==> src/rtl/uart_tx_serializer_if.sv <==
// Byte handshake between a producer and the UART frame transmitter.
// The producer drives data_in/data_valid. The transmitter answers with data_ready.
interface uart_tx_serializer_if #(
    parameter int DATA_WIDTH = 8
);
    logic [DATA_WIDTH-1:0] data_in;
    logic                  data_valid;
    logic                  data_ready;

    modport master (
        output data_in,
        output data_valid,
        input  data_ready
    );

    modport slave (
        input  data_in,
        input  data_valid,
        output data_ready
    );
endinterface

==> src/rtl/uart_tx_serializer.sv <==
// UART frame transmitter: start bit, MSB-first data, optional even parity, stop bit(s).
// The bit period is chosen from SelBaudRate and frozen for the whole frame at accept time.
module uart_tx_serializer #(
    parameter int CLK_FREQ   = 10_000_000,
    parameter int DATA_WIDTH = 8,
    parameter int PARITY_EN  = 1,
    parameter int STOP_BITS  = 1
) (
    input  logic                 clk,
    input  logic                 rst,
    input  logic [1:0]           SelBaudRate,
    uart_tx_serializer_if.slave  bus,
    output logic                 tx,
    output logic                 tx_busy,
    output logic                 tx_done
);

    localparam int DIV_4800   = CLK_FREQ / 4800;
    localparam int DIV_9600   = CLK_FREQ / 9600;
    localparam int DIV_57600  = CLK_FREQ / 57600;
    localparam int DIV_115200 = CLK_FREQ / 115200;
    localparam int CNT_W      = $clog2(DIV_4800 + 1);
    localparam int BIT_W      = $clog2(DATA_WIDTH + 1);

    localparam logic [BIT_W-1:0] LAST_DATA = BIT_W'(DATA_WIDTH - 1);
    localparam logic [BIT_W-1:0] LAST_STOP = BIT_W'(STOP_BITS - 1);

    typedef enum logic [2:0] {
        ST_IDLE   = 3'd0,
        ST_START  = 3'd1,
        ST_DATA   = 3'd2,
        ST_PARITY = 3'd3,
        ST_STOP   = 3'd4
    } state_t;

    function automatic logic even_parity(input logic [DATA_WIDTH-1:0] d);
        return ^d;
    endfunction

    state_t                 state_r, state_nxt_s;
    logic [DATA_WIDTH-1:0]  shift_r, shift_nxt_s;
    logic [CNT_W-1:0]       baud_r, baud_nxt_s;
    logic [CNT_W-1:0]       div_r, div_nxt_s, div_sel_s;
    logic [BIT_W-1:0]       bit_r, bit_nxt_s;
    logic                   parity_r, parity_nxt_s;
    logic                   tx_r, tx_nxt_s;
    logic                   busy_r, busy_nxt_s;
    logic                   done_r, done_nxt_s;
    logic                   accept_s;
    logic                   bit_end_s;

    assign bus.data_ready = (state_r == ST_IDLE) && !rst;
    assign accept_s       = bus.data_valid && bus.data_ready;
    assign bit_end_s      = (baud_r == {CNT_W{1'b0}});
    assign tx             = tx_r;
    assign tx_busy        = busy_r;
    assign tx_done        = done_r;

    // Bit-period lookup for the requested baud rate
    always_comb begin
        div_sel_s = CNT_W'(DIV_115200);
        case (SelBaudRate)
            2'b00:   div_sel_s = CNT_W'(DIV_4800);
            2'b01:   div_sel_s = CNT_W'(DIV_9600);
            2'b10:   div_sel_s = CNT_W'(DIV_57600);
            2'b11:   div_sel_s = CNT_W'(DIV_115200);
            default: div_sel_s = CNT_W'(DIV_115200);
        endcase
    end

    // State register
    always_ff @(posedge clk or posedge rst) begin
        if (rst) begin
            state_r <= ST_IDLE;
        end else begin
            state_r <= state_nxt_s;
        end
    end

    // Next-state logic: every non-idle state lasts one full bit period
    always_comb begin
        state_nxt_s = state_r;
        case (state_r)
            ST_IDLE: begin
                if (accept_s) state_nxt_s = ST_START;
                else          state_nxt_s = ST_IDLE;
            end
            ST_START: begin
                if (bit_end_s) state_nxt_s = ST_DATA;
                else           state_nxt_s = ST_START;
            end
            ST_DATA: begin
                if (bit_end_s && (bit_r == LAST_DATA)) begin
                    state_nxt_s = (PARITY_EN != 0) ? ST_PARITY : ST_STOP;
                end else begin
                    state_nxt_s = ST_DATA;
                end
            end
            ST_PARITY: begin
                if (bit_end_s) state_nxt_s = ST_STOP;
                else           state_nxt_s = ST_PARITY;
            end
            ST_STOP: begin
                if (bit_end_s && (bit_r == LAST_STOP)) state_nxt_s = ST_IDLE;
                else                                   state_nxt_s = ST_STOP;
            end
            default: state_nxt_s = ST_IDLE;
        endcase
    end

    // Datapath next values: shift register, baud/bit counters, latched divider
    always_comb begin
        shift_nxt_s  = shift_r;
        baud_nxt_s   = baud_r;
        bit_nxt_s    = bit_r;
        parity_nxt_s = parity_r;
        div_nxt_s    = div_r;
        case (state_r)
            ST_IDLE: begin
                if (accept_s) begin
                    shift_nxt_s  = bus.data_in;
                    parity_nxt_s = even_parity(bus.data_in);
                    baud_nxt_s   = div_sel_s - CNT_W'(1);
                    bit_nxt_s    = {BIT_W{1'b0}};
                    div_nxt_s    = div_sel_s;
                end else begin
                    baud_nxt_s   = baud_r;
                end
            end
            ST_START, ST_DATA, ST_PARITY, ST_STOP: begin
                if (bit_end_s) begin
                    baud_nxt_s = div_r - CNT_W'(1);
                end else begin
                    baud_nxt_s = baud_r - CNT_W'(1);
                end
                if (bit_end_s && (state_r == ST_DATA)) begin
                    shift_nxt_s = {shift_r[DATA_WIDTH-2:0], 1'b0};
                    bit_nxt_s   = (bit_r == LAST_DATA) ? {BIT_W{1'b0}} : bit_r + BIT_W'(1);
                end else if (bit_end_s && (state_r == ST_STOP)) begin
                    // Leaving STOP clears the counters so IDLE always looks like reset
                    if (bit_r == LAST_STOP) begin
                        bit_nxt_s  = {BIT_W{1'b0}};
                        baud_nxt_s = {CNT_W{1'b0}};
                    end else begin
                        bit_nxt_s  = bit_r + BIT_W'(1);
                    end
                end else begin
                    bit_nxt_s = bit_r;
                end
            end
            default: begin
                baud_nxt_s = {CNT_W{1'b0}};
                bit_nxt_s  = {BIT_W{1'b0}};
            end
        endcase
    end

    // Datapath registers
    always_ff @(posedge clk or posedge rst) begin
        if (rst) begin
            shift_r  <= {DATA_WIDTH{1'b0}};
            baud_r   <= {CNT_W{1'b0}};
            bit_r    <= {BIT_W{1'b0}};
            parity_r <= 1'b0;
            div_r    <= {CNT_W{1'b0}};
        end else begin
            shift_r  <= shift_nxt_s;
            baud_r   <= baud_nxt_s;
            bit_r    <= bit_nxt_s;
            parity_r <= parity_nxt_s;
            div_r    <= div_nxt_s;
        end
    end

    // Output logic, decoded from the next state so tx changes with the state edge
    always_comb begin
        tx_nxt_s = 1'b1;
        case (state_nxt_s)
            ST_IDLE:   tx_nxt_s = 1'b1;
            ST_START:  tx_nxt_s = 1'b0;
            ST_DATA:   tx_nxt_s = shift_nxt_s[DATA_WIDTH-1];
            ST_PARITY: tx_nxt_s = parity_nxt_s;
            ST_STOP:   tx_nxt_s = 1'b1;
            default:   tx_nxt_s = 1'b1;
        endcase
        busy_nxt_s = (state_nxt_s != ST_IDLE);
        done_nxt_s = (state_r == ST_STOP) && (state_nxt_s == ST_IDLE);
    end

    // Registered outputs
    always_ff @(posedge clk or posedge rst) begin
        if (rst) begin
            tx_r   <= 1'b1;
            busy_r <= 1'b0;
            done_r <= 1'b0;
        end else begin
            tx_r   <= tx_nxt_s;
            busy_r <= busy_nxt_s;
            done_r <= done_nxt_s;
        end
    end

endmodule

==> src/flat_wrapper.sv <==
// flat-port wrapper written by rule: the top's interface ports become plain ports
module uart_tx_serializer_flat 
#(
    parameter int CLK_FREQ   = 10_000_000,
    parameter int DATA_WIDTH = 8,
    parameter int PARITY_EN  = 1,
    parameter int STOP_BITS  = 1
)
  (clk, rst, SelBaudRate, tx, tx_busy, tx_done, bus_data_in, bus_data_valid, bus_data_ready);
  uart_tx_serializer_if #(.DATA_WIDTH(DATA_WIDTH)) bus_i ();
  input  logic clk;
  input  logic rst;
  input  logic [1:0] SelBaudRate;
  output logic tx;
  output logic tx_busy;
  output logic tx_done;
  input wire logic [$bits(bus_i.data_in)-1:0] bus_data_in;
  input wire logic [$bits(bus_i.data_valid)-1:0] bus_data_valid;
  output wire logic [$bits(bus_i.data_ready)-1:0] bus_data_ready;
  assign bus_i.data_in = bus_data_in;
  assign bus_i.data_valid = bus_data_valid;
  assign bus_data_ready = bus_i.data_ready;
  uart_tx_serializer #(.CLK_FREQ(CLK_FREQ), .DATA_WIDTH(DATA_WIDTH), .PARITY_EN(PARITY_EN), .STOP_BITS(STOP_BITS)) u_core (.clk(clk), .rst(rst), .SelBaudRate(SelBaudRate), .bus(bus_i), .tx(tx), .tx_busy(tx_busy), .tx_done(tx_done));
endmodule
==> config.mk <==
export PLATFORM = sky130hd
export DESIGN_NAME = uart_tx_serializer_flat
export DESIGN_NICKNAME = d
export VERILOG_FILES = /design/src/rtl/uart_tx_serializer_if.sv /design/src/rtl/uart_tx_serializer.sv /design/src/flat_wrapper.sv
export SDC_FILE = /design/constraint.sdc
export NUM_CORES = 1
export LEC_CHECK = 0
export ABC_AREA = 1
export BUFFER_PORTS_ARGS = -buffer_cell sky130_fd_sc_hd__buf_2
export CAP_MARGIN = 10
export CORE_UTILIZATION = 55
export DETAILED_ROUTE_END_ITERATION = 12
export PLACE_DENSITY = 0.87
export REMOVE_ABC_BUFFERS = 1
export SLEW_MARGIN = 20
export SYNTH_ARGS = -nofsm -noshare
export SYNTH_HDL_FRONTEND = slang
export SYNTH_SLANG_ARGS = --single-unit
==> constraint.sdc <==
create_clock -name clk -period 1.8 [get_ports clk]
set_input_delay 0.36 -clock clk [delete_from_list [all_inputs] [get_ports clk]]
set_output_delay 0.36 -clock clk [all_outputs]
set_load 0.1 [all_outputs]
==> flow_metrics.tcl <==
set metrics [dict create \
    ys_ff_latch 40 \
    startpoint_type "flop" \
    final-seq-area_mm2 0.001003 \
    path_clk_slew_ns 0.09 \
    clockBufferDepth 2 \
    synth_edf_count 0 \
    clkLatencyLatePin_ns 0.31 \
    p_per_area_mw_per_mm2 513.9 \
    p_sw_uw 412.0 \
    synth_compound_area_frac 0.1316 \
    synth_top_family_by_area "simple AND/OR/NAND/NOR gates" \
    place_congestion 0.8952 \
    port_buffers 16 \
    maxCapViolations 0 \
    slew_violations 0 \
    placed_area_mm2 0.002980 \
    yosysWarnings 0 \
    num_vias 2593 \
    max_freq_mhz 493.4 \
    synth_cells 327 \
    die_y_um 70.44 \
    coreArea_mm2 0.004414 \
    power_frac_comb 0.059 \
    crit_type "reg -> reg" \
    max_stage_delay_ns 0.39 \
    seqPwrFrac 0.516 \
    drive_gt1_frac 0.3848 \
    yosysSeqAreaShare 0.3890 \
    htreeDepth 2 \
    n_antenna_cell 0 \
    yosysMostFrequentCell "nand2_1" \
    multi_input_area_mm2 0.001563 \
    synthAdderAreaFrac 0.05342 \
    grt_setup_unrepaired "yes" \
    dr.pass1.iters 5 \
    grt-busiest-layer "met2" \
    critPathLaunch "u_core.baud_r[1]" \
    p_leak_uw 0.001732 \
    ant_nets 0 \
    grt.met3_usage 0.05483 \
    yosys-top-cells-area "dfrtp_1 (38%), nand2_1 (11%), inv_1 (6.8%)" \
    whs_ns 0.1836 \
    cp-endpoint "u_core.baud_r[2]" \
    cp.buffers_inverters 3 \
    yosys_most_used_dff "dfrtp_1" \
    wl_um 7592 \
    timing.critical_path.cells "nor2_1 -> nand2_2 -> nor2_8 -> nand2_8 -> buf_6 -> nor2_8 -> inv_4 -> nand2_4 -> o21ai_4 -> clkinvlp_4 -> nand2_2 -> a31oi_2" \
    slowest_stage "dfrtp_1" \
    clkPwrFrac 0.425 \
    hp-class "in -> async" \
    min_period_ns 2.027 \
    place_hpwl_um 4586 \
    synth-simple-area-share 0.3079 \
    grt_max_degree 41 \
    synth_area_leader_cell "dfrtp_1" \
    synthTopCellsByCount "nand2_1 (75), inv_1 (47), dfrtp_1 (39)" \
    hold_viol 0 \
    drc 0 \
    grt_pass1_wl_um 10980 \
    met2_usage 0.4952 \
    skew_ns 0.01240 \
    ys_async_sr_fraction 1.000 \
    overflow 0 \
    setup_viol 27 \
    ff2ff_path_depth 12 \
    synthMuxAreaShare 0 \
    worst_pin_slew_ns 0.5124 \
    wire_per_inst_um 16.98 \
    initial_core_util 0.5836 \
    setup_slack_ns -0.2268 \
    netlist.area_leader.share 0.3788 \
    required_ns 2.03 \
    path_max_fanout 5 \
    cp_data_arrival_time_ns 2.25 \
    antenna_found_initial 0 \
    syn2layout_area_growth_pct 33.80 \
    root_buffer "clkbuf_8" \
    vias_per_cell 5.801 \
    fin_crit_sh 1.126 \
    cp.depth 12 \
    netlist_area_mm2 0.002576 \
    worstReg2RegEnd "u_core.baud_r[2]" \
    design_area_mm2 0.003447 \
    violations "negative setup slack" \
    clock_sinks 40 \
    n_fill_cell 265 \
    die_w_um 70.44 \
    first_iter_violations 229 \
    netSwitchingFraction 0.2326 \
    grt_use_met1 0.3190 \
    reg2reg_from "u_core.baud_r[1]" \
    status "complete, but fails checks" \
    syn_avg_cell_area_um2 7.878 \
    io_pins 17 \
    cts_buffers 5 \
    cpLargestDelayFamily "simple AND/OR/NAND/NOR gates" \
    grtUsageTotal 0.2825 \
    p_int_uw 1360 \
    synth.distinct_cells 41 \
    grt_pass1_vias 2564 \
    vdd.ir_drop.worst_v 0.0004378 \
    cts_tree "built" \
    cp-end-kind "flop" \
    nets 418 \
    num_rows 24 \
    rrSetupSlack_ns -0.23 \
    synthXorXnorAreaFrac 0.03060 \
    maxSlewHeadroom 0.6548 \
    die_area_mm2 0.004962 \
]
[cell type report]
class                      instances  share of cell area
clock inverter                     3             0.01234
timing repair inverter             1            0.002178
clock buffer                       5             0.01996
inverter                          55             0.06207
multi-input combinational        229              0.4534
sequential                        40              0.2911
tap                               52             0.01887
timing repair buffer              62              0.1401
[timing repair]
item | CTS | global route
buffers inserted | 4 | 8
cloned | 1 | 0
pin swaps | 12 | 21
hold buffers | 0 | 0
setup endpoints to repair | 16 | 24
resized for setup | 24 | 41
[cells by family after synthesis]
family,after synthesis
xor+xnor,9
simple gates,158
flops,40
fa+ha+maj,11
compound gates,51
buf+inv,58
[stage by stage]
stage / power, uW / setup WS (ns) / std cells / TNS, ns / utilization
final: 1772 / -0.2268 / 447 / -3.650 / 0.7809
after global routing: 1817 / -0.3464 / 447 / -6.309 / 0.7809
after CTS: 1767 / -0.03326 / 439 / -0.1257 / 0.7310
after detailed placement: 1033 / -0.08499 / 426 / -0.6963 / 0.6752
after global placement: 1030 / -0.03132 / 426 / -0.1736 / 0.6752
after floorplan: 994.0 / -1.096 / 324 / -28.47 / -
[registers in the layout, summed over array words and instances (netlist names)]
signal / count
u_core.baud_r: 12
u_core.bit_r: 4
u_core.div_r: 9
u_core.parity_r: 1
u_core.shift_r: 8
u_core.state_r: 3
u_core.tx: 1
u_core.tx_busy: 1
u_core.tx_done: 1
[placed cells by master (no fill, tap or decap), types with 2 or more instances in the layout]
master / instances
a21oi_1: 7
a21oi_2: 4
a22oi_1: 2
a22oi_2: 3
buf_12: 2
buf_2: 15
buf_4: 37
buf_6: 8
clkbuf_8: 5
clkinvlp_4: 2
dfrtp_1: 38
ha_1: 10
inv_1: 46
inv_2: 7
nand2_1: 61
nand2_2: 18
nand2_4: 4
nand3_1: 18
nand3_2: 9
nand3_4: 3
nand4_1: 3
nor2_1: 24
nor2_2: 5
nor2_4: 5
nor2_8: 2
o21ai_0: 14
o21ai_1: 5
o21ai_2: 2
o21ai_4: 2
o221ai_2: 4
xnor2_1: 5
xor2_1: 3
[worst min-delay path by stage]
stage	startpoint	to	slack, ns	depth (start not counted)
2_1_floorplan	u_core.shift_r[7]	u_core.shift_r[7]	0.44	2
3_3_place_gp	u_core.shift_r[7]	u_core.shift_r[7]	0.46	2
3_5_place_dp	u_core.shift_r[7]	u_core.shift_r[7]	0.48	2
4_1_cts	rst	u_core.shift_r[1]	0.20	3
5_1_grt	rst	u_core.shift_r[1]	0.24	3
6_report	rst	u_core.shift_r[1]	0.18	3
[tightest hold or removal path: stages]
cell	delay (ns)
buf_2	0.11
inv_1	0.04
buf_4	0.44
[power by group through the flow]
| stage | Sequential, uW | Combinational, uW | Clock (uW) |
|---|---|---|---|
| after global placement | 932 | 97.4 | 0 |
| after global routing | 916 | 115 | 786 |
| final | 915 | 104 | 753 |
| after CTS | 915 | 101 | 751 |
| after detailed placement | 932 | 100 | 0 |
| after floorplan | 930 | 63.9 | 0 |
[per-layer routing]
metal  vias to the layer above  wire length (um)  part of all wire
li1                       1185                 -                 -
met1                      1269              2836              0.37
met2                       105              3986              0.53
met3                        34               412             0.054
met4                         0               356             0.047
met5                         -                 0                 0
(Power assumes the default switching activity.)
